`src/rtl/craft_tweakey_sequencer.sv`:
```
// CRAFT round-tweakey sequencer: latches key/tweak on start and streams TK_r in ascending or descending order.
// Optional CRAFT_TK_MIXCOL_EN applies the MixColumn (equivalent-decryption tweakey) before the tk register.
module craft_tweakey_sequencer #(
    parameter int ROUNDS = 32
) (
    input  logic         clk,
    input  logic         rst_n,
    input  logic         start,
    input  logic         dir,
    input  logic [127:0] key,
    input  logic [63:0]  tweak,
    output logic [63:0]  tk,
    output logic [7:0]   tk_round,
    output logic         tk_valid,
    input  logic         tk_ready,
    output logic         tk_last,
    output logic         busy,
    output logic         done
);

    typedef enum logic {IDLE, STREAM} state_t;

    localparam logic [7:0] LAST_ROUND = 8'(ROUNDS - 1);
    localparam logic [3:0] Q_PERM [16] = '{4'd12, 4'd10, 4'd15, 4'd5, 4'd14, 4'd8, 4'd9, 4'd2,
                                           4'd11, 4'd3,  4'd7,  4'd4, 4'd6,  4'd0, 4'd1, 4'd13};

    // Nibble 0 is the most significant nibble.
    function automatic logic [63:0] q_permute(input logic [63:0] t);
        logic [63:0] p;
        p = '0;
        for (int k = 0; k < 16; k++)
            p[63-4*k -: 4] = t[63-4*int'(Q_PERM[k]) -: 4];
        return p;
    endfunction

`ifdef CRAFT_TK_MIXCOL_EN
    function automatic logic [63:0] mix_column(input logic [63:0] x);
        logic [15:0] r0, r1, r2, r3;
        {r0, r1, r2, r3} = x;
        return {r0 ^ r2 ^ r3, r1 ^ r3, r2, r3};
    endfunction
`endif

    state_t      state, state_next;
    logic        capture, step, finish;

    logic [63:0] k0_q, k1_q, t_q, qt_q;
    logic        dir_q;

    logic        dir_sel;
    logic [7:0]  round_next;
    logic        last_next;
    logic [63:0] src_k, src_t, tk_raw, tk_next;

    // NOTE: state updates use non-blocking assignments so every register sees pre-edge values.
    always_ff @(posedge clk or negedge rst_n) begin
        if (!rst_n) state <= IDLE;
        else        state <= state_next;
    end

    // NOTE: every output of this block gets a default first, so no path can infer a latch.
    always_comb begin
        state_next = state;
        capture    = 1'b0;
        step       = 1'b0;
        finish     = 1'b0;
        case (state)
            IDLE: begin
                if (start) begin
                    capture    = 1'b1;
                    state_next = STREAM;
                end
            end
            STREAM: begin
                if (tk_ready) begin
                    if (tk_last) begin
                        finish     = 1'b1;
                        state_next = IDLE;
                    end else begin
                        step = 1'b1;
                    end
                end
            end
            default: state_next = IDLE;
        endcase
    end

    // On capture the tweakey is built straight from the ports so the first tk lands on the same edge.
    always_comb begin
        dir_sel = capture ? dir : dir_q;
        if (capture)
            round_next = dir ? LAST_ROUND : 8'd0;
        else
            round_next = dir_q ? tk_round - 8'd1 : tk_round + 8'd1;
        last_next = dir_sel ? (round_next == 8'd0) : (round_next == LAST_ROUND);

        if (round_next[0]) src_k = capture ? key[63:0]   : k1_q;
        else               src_k = capture ? key[127:64] : k0_q;
        if (round_next[1]) src_t = capture ? q_permute(tweak) : qt_q;
        else               src_t = capture ? tweak            : t_q;

        tk_raw = src_k ^ src_t;
`ifdef CRAFT_TK_MIXCOL_EN
        tk_next = mix_column(tk_raw);
`else
        tk_next = tk_raw;
`endif
    end

    always_ff @(posedge clk or negedge rst_n) begin
        if (!rst_n) begin
            k0_q     <= '0;
            k1_q     <= '0;
            t_q      <= '0;
            qt_q     <= '0;
            dir_q    <= 1'b0;
            tk       <= '0;
            tk_round <= '0;
            tk_last  <= 1'b0;
            done     <= 1'b0;
        end else begin
            if (capture) begin
                k0_q  <= key[127:64];
                k1_q  <= key[63:0];
                t_q   <= tweak;
                qt_q  <= q_permute(tweak);
                dir_q <= dir;
            end
            if (capture || step) begin
                tk       <= tk_next;
                tk_round <= round_next;
                tk_last  <= last_next;
            end
            done <= finish;
        end
    end

    assign tk_valid = (state == STREAM);
    assign busy     = (state == STREAM);

endmodule

```
`config.mk`:
```
export PLATFORM = sky130hd
export DESIGN_NAME = craft_tweakey_sequencer
export DESIGN_NICKNAME = d
export VERILOG_FILES = /design/src/rtl/craft_tweakey_sequencer.sv
export SDC_FILE = /design/constraint.sdc
export NUM_CORES = 1
export LEC_CHECK = 0
export CORE_MARGIN = 10
export CORE_UTILIZATION = 53
export CTS_BUF_LIST = sky130_fd_sc_hd__clkbuf_8
export DETAILED_ROUTE_END_ITERATION = 12
export PLACE_DENSITY_LB_ADDON = 0.1
export SETUP_SLACK_MARGIN = 0.1
export SLEW_MARGIN = 15
export SYNTH_ARGS = -nofsm -noshare
export SYNTH_HDL_FRONTEND = slang
export SYNTH_SLANG_ARGS = --single-unit
```
`constraint.sdc`:
```
create_clock -name clk -period 4.2 [get_ports clk]
set_input_delay 0.84 -clock clk [delete_from_list [all_inputs] [get_ports clk]]
set_output_delay 0.84 -clock clk [all_outputs]
set_load 0.05 [all_outputs]
```
==> load_flow_metrics.sql, run 1 <==
INSERT INTO impl_metrics (metric_group, metric, value, unit) VALUES
('run_status', 'outcome', 'completed', ''),
('sta', 'finalHoldViolations', '0', ''),
('clock_network', 'cts_buffers', '54', ''),
('placement', 'detailedPlace.worstSlack', '0.8597', 'ns'),
('finish', 'layout.cells.most_common', 'sky130_fd_sc_hd__nand2_1', ''),
('worst_setup_path', 'end_kind', 'output port', ''),
('detailed_routing', 'post_detailed_route_drc_marker_count', '0', ''),
('detailed_routing', 'routed_wl', '39140', 'um'),
('die', 'floorplan.die.width', '185.6', 'um'),
('worst_setup_path', 'critical_path.cell_chain', 'clkdlybuf4s50_1', ''),
('die', 'floorplan.die_area', '34450', 'um^2'),
('yosys', 'yosysSeqAreaShare', '57.16', '%'),
('worst_setup_path', 'critical_path_arrival', '2.00', 'ns'),
('worst_setup_path', 'worst_setup_path_start_kind', 'register', ''),
('sta', 'worst_slack', '1.362', 'ns'),
('hold_path', 'worstHoldPathType', 'input port to async pin', ''),
('yosys', 'synth_area_per_cell', '9.593', 'um^2'),
('worst_setup_path', 'timing.critical_path.fanout_max', '7', ''),
('detailed_routing', 'firstDrtPassIters', '5', ''),
('yosys', 'synth.ff_latch_count', '332', ''),
('finish', 'area_delta_synth_final', '27.92', '%'),
('die', 'die_height', '185.6', 'um'),
('sta', 'tightest_slew', '0.7983', 'ns'),
('global_route', 'globalRouteOverflowTotal', '0', ''),
('detailed_routing', 'antenna_left', '0', ''),
('placement', 'dp.final_hpwl', '27520', 'um'),
('clock_network', 'cts-root-to-sink-buffers', '3', ''),
('yosys', 'dominantRegCellSynth', 'sky130_fd_sc_hd__dfrtp_1', ''),
('clock_network', 'tritoncts', 'done', ''),
('worst_setup_path', 'critical_path_buf_inv_count', '1', ''),
('placement', 'routability_driven_placement_congestion_ratio', '0.8331', ''),
('sta', 'max-slew-margin-rel', '46.78', '%'),
('worst_setup_path', 'critical_path.top_delay_family', 'buffers and inverters', ''),
('yosys', 'synth.lib_cells_used.distinct', '38', ''),
('sta', 'totalNegativeSetupSlack', '0', 'ns'),
('die', 'placement_rows', '60', ''),
('worst_setup_path', 'crit_slowest_cell', 'sky130_fd_sc_hd__clkdlybuf4s50_1', ''),
('worst_setup_path', 'required', '3.36', 'ns'),
('detailed_routing', 'vias', '11010', ''),
('sta', 'layout_min_cycle_time', '2.838', 'ns'),
('detailed_routing', 'top_layer', 'met4', ''),
('detailed_routing', 'first_iter_violations', '753', ''),
('die', 'io_pins', '273', ''),
('finish', 'seqCellArea', '8308', 'um^2'),
('clock_network', 'numClockSinks', '332', ''),
('job', 'max_cap_violations', '0', ''),
('clock_network', 'cts-hold-fix-buffers', '0', ''),
('global_route', 'via_count_of_the_first_global_routing_pass', '11610', ''),
('clock_network', 'clk-insertion-delay-late', '0.57', 'ns'),
('sta', 'report.final.setup_viol', '0', ''),
('yosys', 'async_flop_share', '100.0', '%'),
('yosys', 'synthesis.instances', '1515', ''),
('clock_network', 'post-cts-setup-buffer-count', '0', ''),
('global_route', 'maximum_number_of_pins_on_one_net_before_global_route_repair', '143', ''),
('detailed_routing', 'wl_per_cell', '18.16', 'um'),
('global_route', 'globalRouteTotalUtil', '22.68', '%'),
('pwr', 'power_density', '936.4', 'nW/um^2'),
('clock_network', 'h-tree-depth', '2', ''),
('sta', 'clock.fmax', '352.3', 'MHz'),
('finish', 'fillers', '2110', ''),
('sta', 'skew', '0.01471', 'ns'),
('global_route', 'grt_antenna_before_repair', '1', ''),
('detailed_routing', 'routed-wl-met3', '2758', 'um'),
('finish', 'final_nets', '1979', ''),
('clock_network', 'postCtsResizedCells', '0', ''),
('finish', 'multi_input_gate_area', '5834', 'um^2'),
('detailed_routing', 'met2_length', '18520', 'um'),
('pwr', 'vdd_ir_drop_max', '1.000', 'mV'),
('global_route', 'grt_pass1_wl', '62050', 'um'),
('worst_setup_path', 'cp_slowest_stage_delay', '0.89', 'ns'),
('clock_network', 'clk_root_buffer_cell', 'sky130_fd_sc_hd__clkbuf_8', '');
where the power goes:
group          internal (mW)  total, mW  switching (mW)
sequential              4.72       5.31           0.582
clock                   1.50       2.73            1.23
combinational           3.90       9.37            5.47
total                   10.1       17.4            7.29
final timing paths:
check / from / end / slack [ns] / cells past startpoint
worst max-delay path: tk_round[0] / tk_round[0] / 1.36 / 1
worst min-delay path: rst_n / k1_q[47] / 0.31 / 1
worst max register to register: dir_q / tk[9] / 1.54 / 6
worst min register to register: k0_q[14] / k0_q[14] / 0.47 / 2
max in group asynchronous: rst_n / qt_q[55] / 2.89 / 2
min in group clk: k0_q[14] / k0_q[14] / 0.47 / 2
flip-flops by register name, summed over array words and instances, names as in the netlist:
register	count
busy	1
t_q	64
dir_q	1
tk_round	8
qt_q	64
tk	64
tk_last	1
k0_q	64
done	1
k1_q	64
Yosys cell counts (2+ instances only):
cell type                  number  share of area [%]
sky130_fd_sc_hd__nand2_1      718                 19
sky130_fd_sc_hd__dfrtp_1      332                 57
sky130_fd_sc_hd__nor2_1        75                1.9
sky130_fd_sc_hd__a21oi_1       71                2.4
sky130_fd_sc_hd__xor2_1        67                4.0
sky130_fd_sc_hd__mux2i_1       65                4.5
sky130_fd_sc_hd__buf_2         49                1.7
sky130_fd_sc_hd__mux2_4        49                5.1
sky130_fd_sc_hd__clkbuf_1      20               0.52
sky130_fd_sc_hd__mux2_2        15                1.2
sky130_fd_sc_hd__buf_6          7               0.54
sky130_fd_sc_hd__ha_1           6               0.52
sky130_fd_sc_hd__o21ai_0        5               0.17
sky130_fd_sc_hd__buf_1          4               0.10
sky130_fd_sc_hd__xnor2_1        4               0.24
sky130_fd_sc_hd__nand3_1        3               0.10
sky130_fd_sc_hd__a31oi_1        2              0.086
sky130_fd_sc_hd__buf_4          2               0.10
sky130_fd_sc_hd__nand4_1        2              0.086
kinds of logic (layout without fill, tap and decap cells):
| logic type | count (synthesis) | after routing | synth area share [%] |
|---|---|---|---|
| AO/OA/AOI/OAI | 85 | 85 | 3.091 |
| XOR/XNOR | 71 | 71 | 4.279 |
| adder cells (fa/ha/maj) | 7 | 7 | 0.6543 |
| buffers and inverters | 83 | 381 | 2.979 |
| flip-flops | 332 | 332 | 57.16 |
| multiplexers | 129 | 129 | 10.70 |
| other | 0 | 1 | 0 |
| AND/OR/NAND/NOR | 808 | 808 | 21.13 |
cell type report:
cell class | count | share of cell area, %
Antenna cell | 1 | 0.01346
Clock buffer | 71 | 5.256
Clock inverter | 23 | 0.5047
Inverter | 1 | 0.02019
Multi-Input combinational cell | 1100 | 31.38
Sequential cell | 332 | 44.69
Tap cell | 341 | 2.295
Timing Repair Buffer | 286 | 15.84
stage by stage:
| step | utilization [%] | total power, mW | std cells | instance area (um^2) |
|---|---|---|---|---|
| after CTS | 68.97 | 17.54 | 2154 | 18590 |
| after global routing | 68.97 | 18.60 | 2154 | 18590 |
| after floorplan | - | 12.30 | 1515 | 14530 |
| final | 68.98 | 17.41 | 2155 | 18590 |
| after detailed placement | 65.00 | 14.76 | 2060 | 17520 |
| after global placement | 65.00 | 14.50 | 2060 | 17520 |
per-layer routing:
layer	GRT usage [%]	up-vias
met3	5.440	58
met4	6.159	0
met2	36.76	331
li1	-	5304
met5	0	-
met1	29.88	5319
Power figures use the tool's default switching activity.
==> run 2, diff against run 1 <==
--- a/config.mk
+++ b/config.mk
@@ -6,7 +6,7 @@
 export NUM_CORES = 1
 export LEC_CHECK = 0
 export CORE_MARGIN = 10
-export CORE_UTILIZATION = 53
+export CORE_UTILIZATION = 49
 export CTS_BUF_LIST = sky130_fd_sc_hd__clkbuf_8
 export DETAILED_ROUTE_END_ITERATION = 12
 export PLACE_DENSITY_LB_ADDON = 0.1
==> constraint.sdc (replaced) <==
create_clock -name clk -period 2.3 [get_ports clk]
set_input_delay 0.46 -clock clk [delete_from_list [all_inputs] [get_ports clk]]
set_output_delay 0.46 -clock clk [all_outputs]
set_load 0.05 [all_outputs]
==> load_flow_metrics.sql, run 2 (synthesized netlist as in run 1, its figures left out) <==
INSERT INTO impl_metrics (metric_group, metric, value, unit) VALUES
('run_status', 'outcome', 'completed', ''),
('finish', 'num_antenna_cells', '0', ''),
('worst_setup_path', 'critical_path_arrival', '2.73', 'ns'),
('clock_network', 'tritoncts', 'done', ''),
('die', 'io_pins', '273', ''),
('sta', 'max-slew-margin-rel', '62.37', '%'),
('worst_setup_path', 'rr_worst_depth', '7', ''),
('pwr', 'pwr-share-clk', '16.1', '%'),
('global_route', 'grt_pass1_wl', '64520', 'um'),
('sta', 'tightest_slew', '0.5667', 'ns'),
('placement', 'routability_driven_placement_congestion_ratio', '0.8360', ''),
('worst_setup_path', 'required', '2.78', 'ns'),
('sta', 'skew', '0.02132', 'ns'),
('finish', 'area_delta_synth_final', '34.21', '%'),
('pwr', 'netSwitchingPower', '13.93', 'mW'),
('detailed_routing', 'wl_per_cell', '17.94', 'um'),
('sta', 'clock.fmax', '444.4', 'MHz'),
('sta', 'whs', '0.3885', 'ns'),
('clock_network', 'cts-root-to-sink-buffers', '3', ''),
('die', 'floorplan.die.width', '192.2', 'um'),
('clock_network', 'h-tree-depth', '2', ''),
('clock_network', 'clk_root_buffer_cell', 'sky130_fd_sc_hd__clkbuf_8', ''),
('detailed_routing', 'routed_wl', '40780', 'um'),
('global_route', 'globalRouteTotalUtil', '21.95', '%'),
('die', 'die_height', '192.2', 'um'),
('die', 'placement_rows', '62', ''),
('worst_setup_path', 'worst_setup_path_start_kind', 'register', ''),
('pwr', 'power.sequential.fraction', '28.2', '%'),
('placement', 'io_buffer_count', '272', ''),
('finish', 'most-common-layout-cells', 'sky130_fd_sc_hd__nand2_1, sky130_fd_sc_hd__dfrtp_1, sky130_fd_sc_hd__clkdlybuf4s50_1', ''),
('detailed_routing', 'first_iter_violations', '653', ''),
('sta', 'post-route-period-util', '97.84', '%'),
('finish', 'layout-drive-gt1-share', '13.23', '%'),
('detailed_routing', 'firstDrtPassIters', '5', ''),
('clock_network', 'clkTransAtPathRegs', '0.06', 'ns'),
('clock_network', 'clk-insertion-delay-late', '0.58', 'ns'),
('global_route', 'grt_antenna_before_repair', '1', ''),
('sta', 'layout_min_cycle_time', '2.250', 'ns'),
('placement', 'dp.final_hpwl', '29800', 'um'),
('hold_path', 'worstHoldPathType', 'input port to async pin', ''),
('pwr', 'power.total', '34.17', 'mW'),
('job', 'max_cap_violations', '0', ''),
('pwr', 'switching_share', '40.77', '%'),
('sta', 'finalHoldViolations', '0', ''),
('clock_network', 'cts_buffers', '54', ''),
('pwr', 'combPwrFrac', '55.8', '%'),
('worst_setup_path', 'rr_startpoint', 'tk_round[1]', ''),
('pwr', 'vdd_ir_drop_max', '0.8950', 'mV'),
('global_route', 'globalRouteOverflowTotal', '0', ''),
('finish', 'layout.cells.most_common', 'sky130_fd_sc_hd__nand2_1', ''),
('die', 'starting_utilization_of_the_core_area', '50.09', '%'),
('worst_setup_path', 'ff2ff_setup_slack', '0.05', 'ns'),
('worst_setup_path', 'crit_type', 'register to register', ''),
('die', 'floorplan.die_area', '36950', 'um^2'),
('sta', 'report.final.setup_viol', '0', ''),
('detailed_routing', 'drt-vias-per-instance', '4.927', ''),
('worst_setup_path', 'worst_r2r_endpoint', 'tk[61]', ''),
('finish', 'final_nets', '2051', ''),
('placement', 'numPlacedInstances', '2167', ''),
('finish', 'number_of_standard_cells_in_the_final_layout_excluding_fillers', '2273', ''),
('clock_network', 'numClockSinks', '332', ''),
('detailed_routing', 'post_detailed_route_drc_marker_count', '0', ''),
('pwr', 'power_density', '1752', 'nW/um^2'),
('worst_setup_path', 'timing.critical_path.fanout_max', '9', ''),
('global_route', 'via_count_of_the_first_global_routing_pass', '11920', ''),
('pwr', 'power.leakage', '10.09', 'nW'),
('worst_setup_path', 'end_kind', 'register', ''),
('pwr', 'cell_internal_pwr', '20.24', 'mW'),
('detailed_routing', 'vias', '11200', ''),
('die', 'fp.coreArea', '29010', 'um^2'),
('sta', 'report.final.slew_viol_count', '0', ''),
('sta', 'grt_setup_unrepaired', 'true', ''),
('global_route', 'maximum_number_of_pins_on_one_net_before_global_route_repair', '74', ''),
('detailed_routing', 'antenna_left', '0', '');
-- run 2: cell count changes in the layout (fill, tap and decap cells not counted), sizes merged, moves of 2 or more --
cell | before | now
buf | 15 | 85
bufinv | 0 | 2
clkbuf | 71 | 79
clkdlybuf4s50 | 271 | 195
dlygate4sd2 | 0 | 75
inv | 20 | 17
-- run 2: timing repair --
item,4_1_cts,5_1_grt
resized for setup,86,10
cloned,2,1
hold buffers,1,0
pin swaps,6,10
endpoints found under the hold margin,38,0
buffers inserted,3,1
endpoints found under the setup margin,127,65
-- run 2: layer usage --
layer | wire (um) | global-route usage [%] | share of wire, % | up-vias
met1 | 17780 | 28.70 | 44 | 5348
met2 | 19700 | 36.32 | 48 | 325
met5 | 13 | 0 | 0.032 | -
met4 | 784 | 5.456 | 1.9 | 2
li1 | - | - | - | 5464
met3 | 2496 | 4.878 | 6.1 | 60
-- run 2: per-stage QoR --
| step | instance area [um^2] | utilization (%) | setup slack [ns] | setup TNS, ns |
|---|---|---|---|---|
| after detailed placement | 18190 | 62.70 | -0.3272 | -16.30 |
| after floorplan | 14540 | - | 0.1109 | 0 |
| after global routing | 19510 | 67.23 | 0.001289 | 0 |
| final | 19510 | 67.23 | 0.04979 | 0 |
| after global placement | 18190 | 62.70 | -0.2898 | -14.65 |
| after CTS | 19430 | 66.99 | 0.02491 | 0 |
-- run 2: area by class of cell --
class                   count  area [um^2]
clock inverters            20        130.1
flip-flops and latches    332         8312
inverters                   1        3.754
clock buffers              78         1074
fillers                  2386         9507
repair buffers            358         3626
well taps                 384        480.5
multi-input cells        1100         5881
-- run 2: how the worst max path moves through the flow --
stage,startpoint,endpoint,slack [ns],depth (start not counted)
after floorplan,tk_round[0],tk[14],0.11,7
after global placement,start,tk[24],-0.29,9
after detailed placement,start,tk[11],-0.33,8
after CTS,tk_round[1],tk[60],0.02,7
after global routing,dir_q,tk[60],0.001,8
final,tk_round[1],tk[61],0.05,7
-- run 2: critical path, cell delays in order (launching register included) --
cell	delay, ns
sky130_fd_sc_hd__dfrtp_2	0.42
sky130_fd_sc_hd__fa_2	0.51
sky130_fd_sc_hd__a21boi_4	0.25
sky130_fd_sc_hd__buf_12	0.21
sky130_fd_sc_hd__buf_6	0.13
sky130_fd_sc_hd__mux2_4	0.30
sky130_fd_sc_hd__xor2_1	0.14
sky130_fd_sc_hd__a21oi_1	0.19
-- run 2: power by group through the flow --
stage | logic, mW | clock network [mW] | registers (mW)
floorplan | 10.7 | 0 | 11.8
global placement | 18.2 | 0 | 9.65
detailed placement | 18.6 | 0 | 9.72
CTS | 18.9 | 5.58 | 9.62
global route | 20.7 | 5.88 | 9.88
finish | 19.1 | 5.48 | 9.62
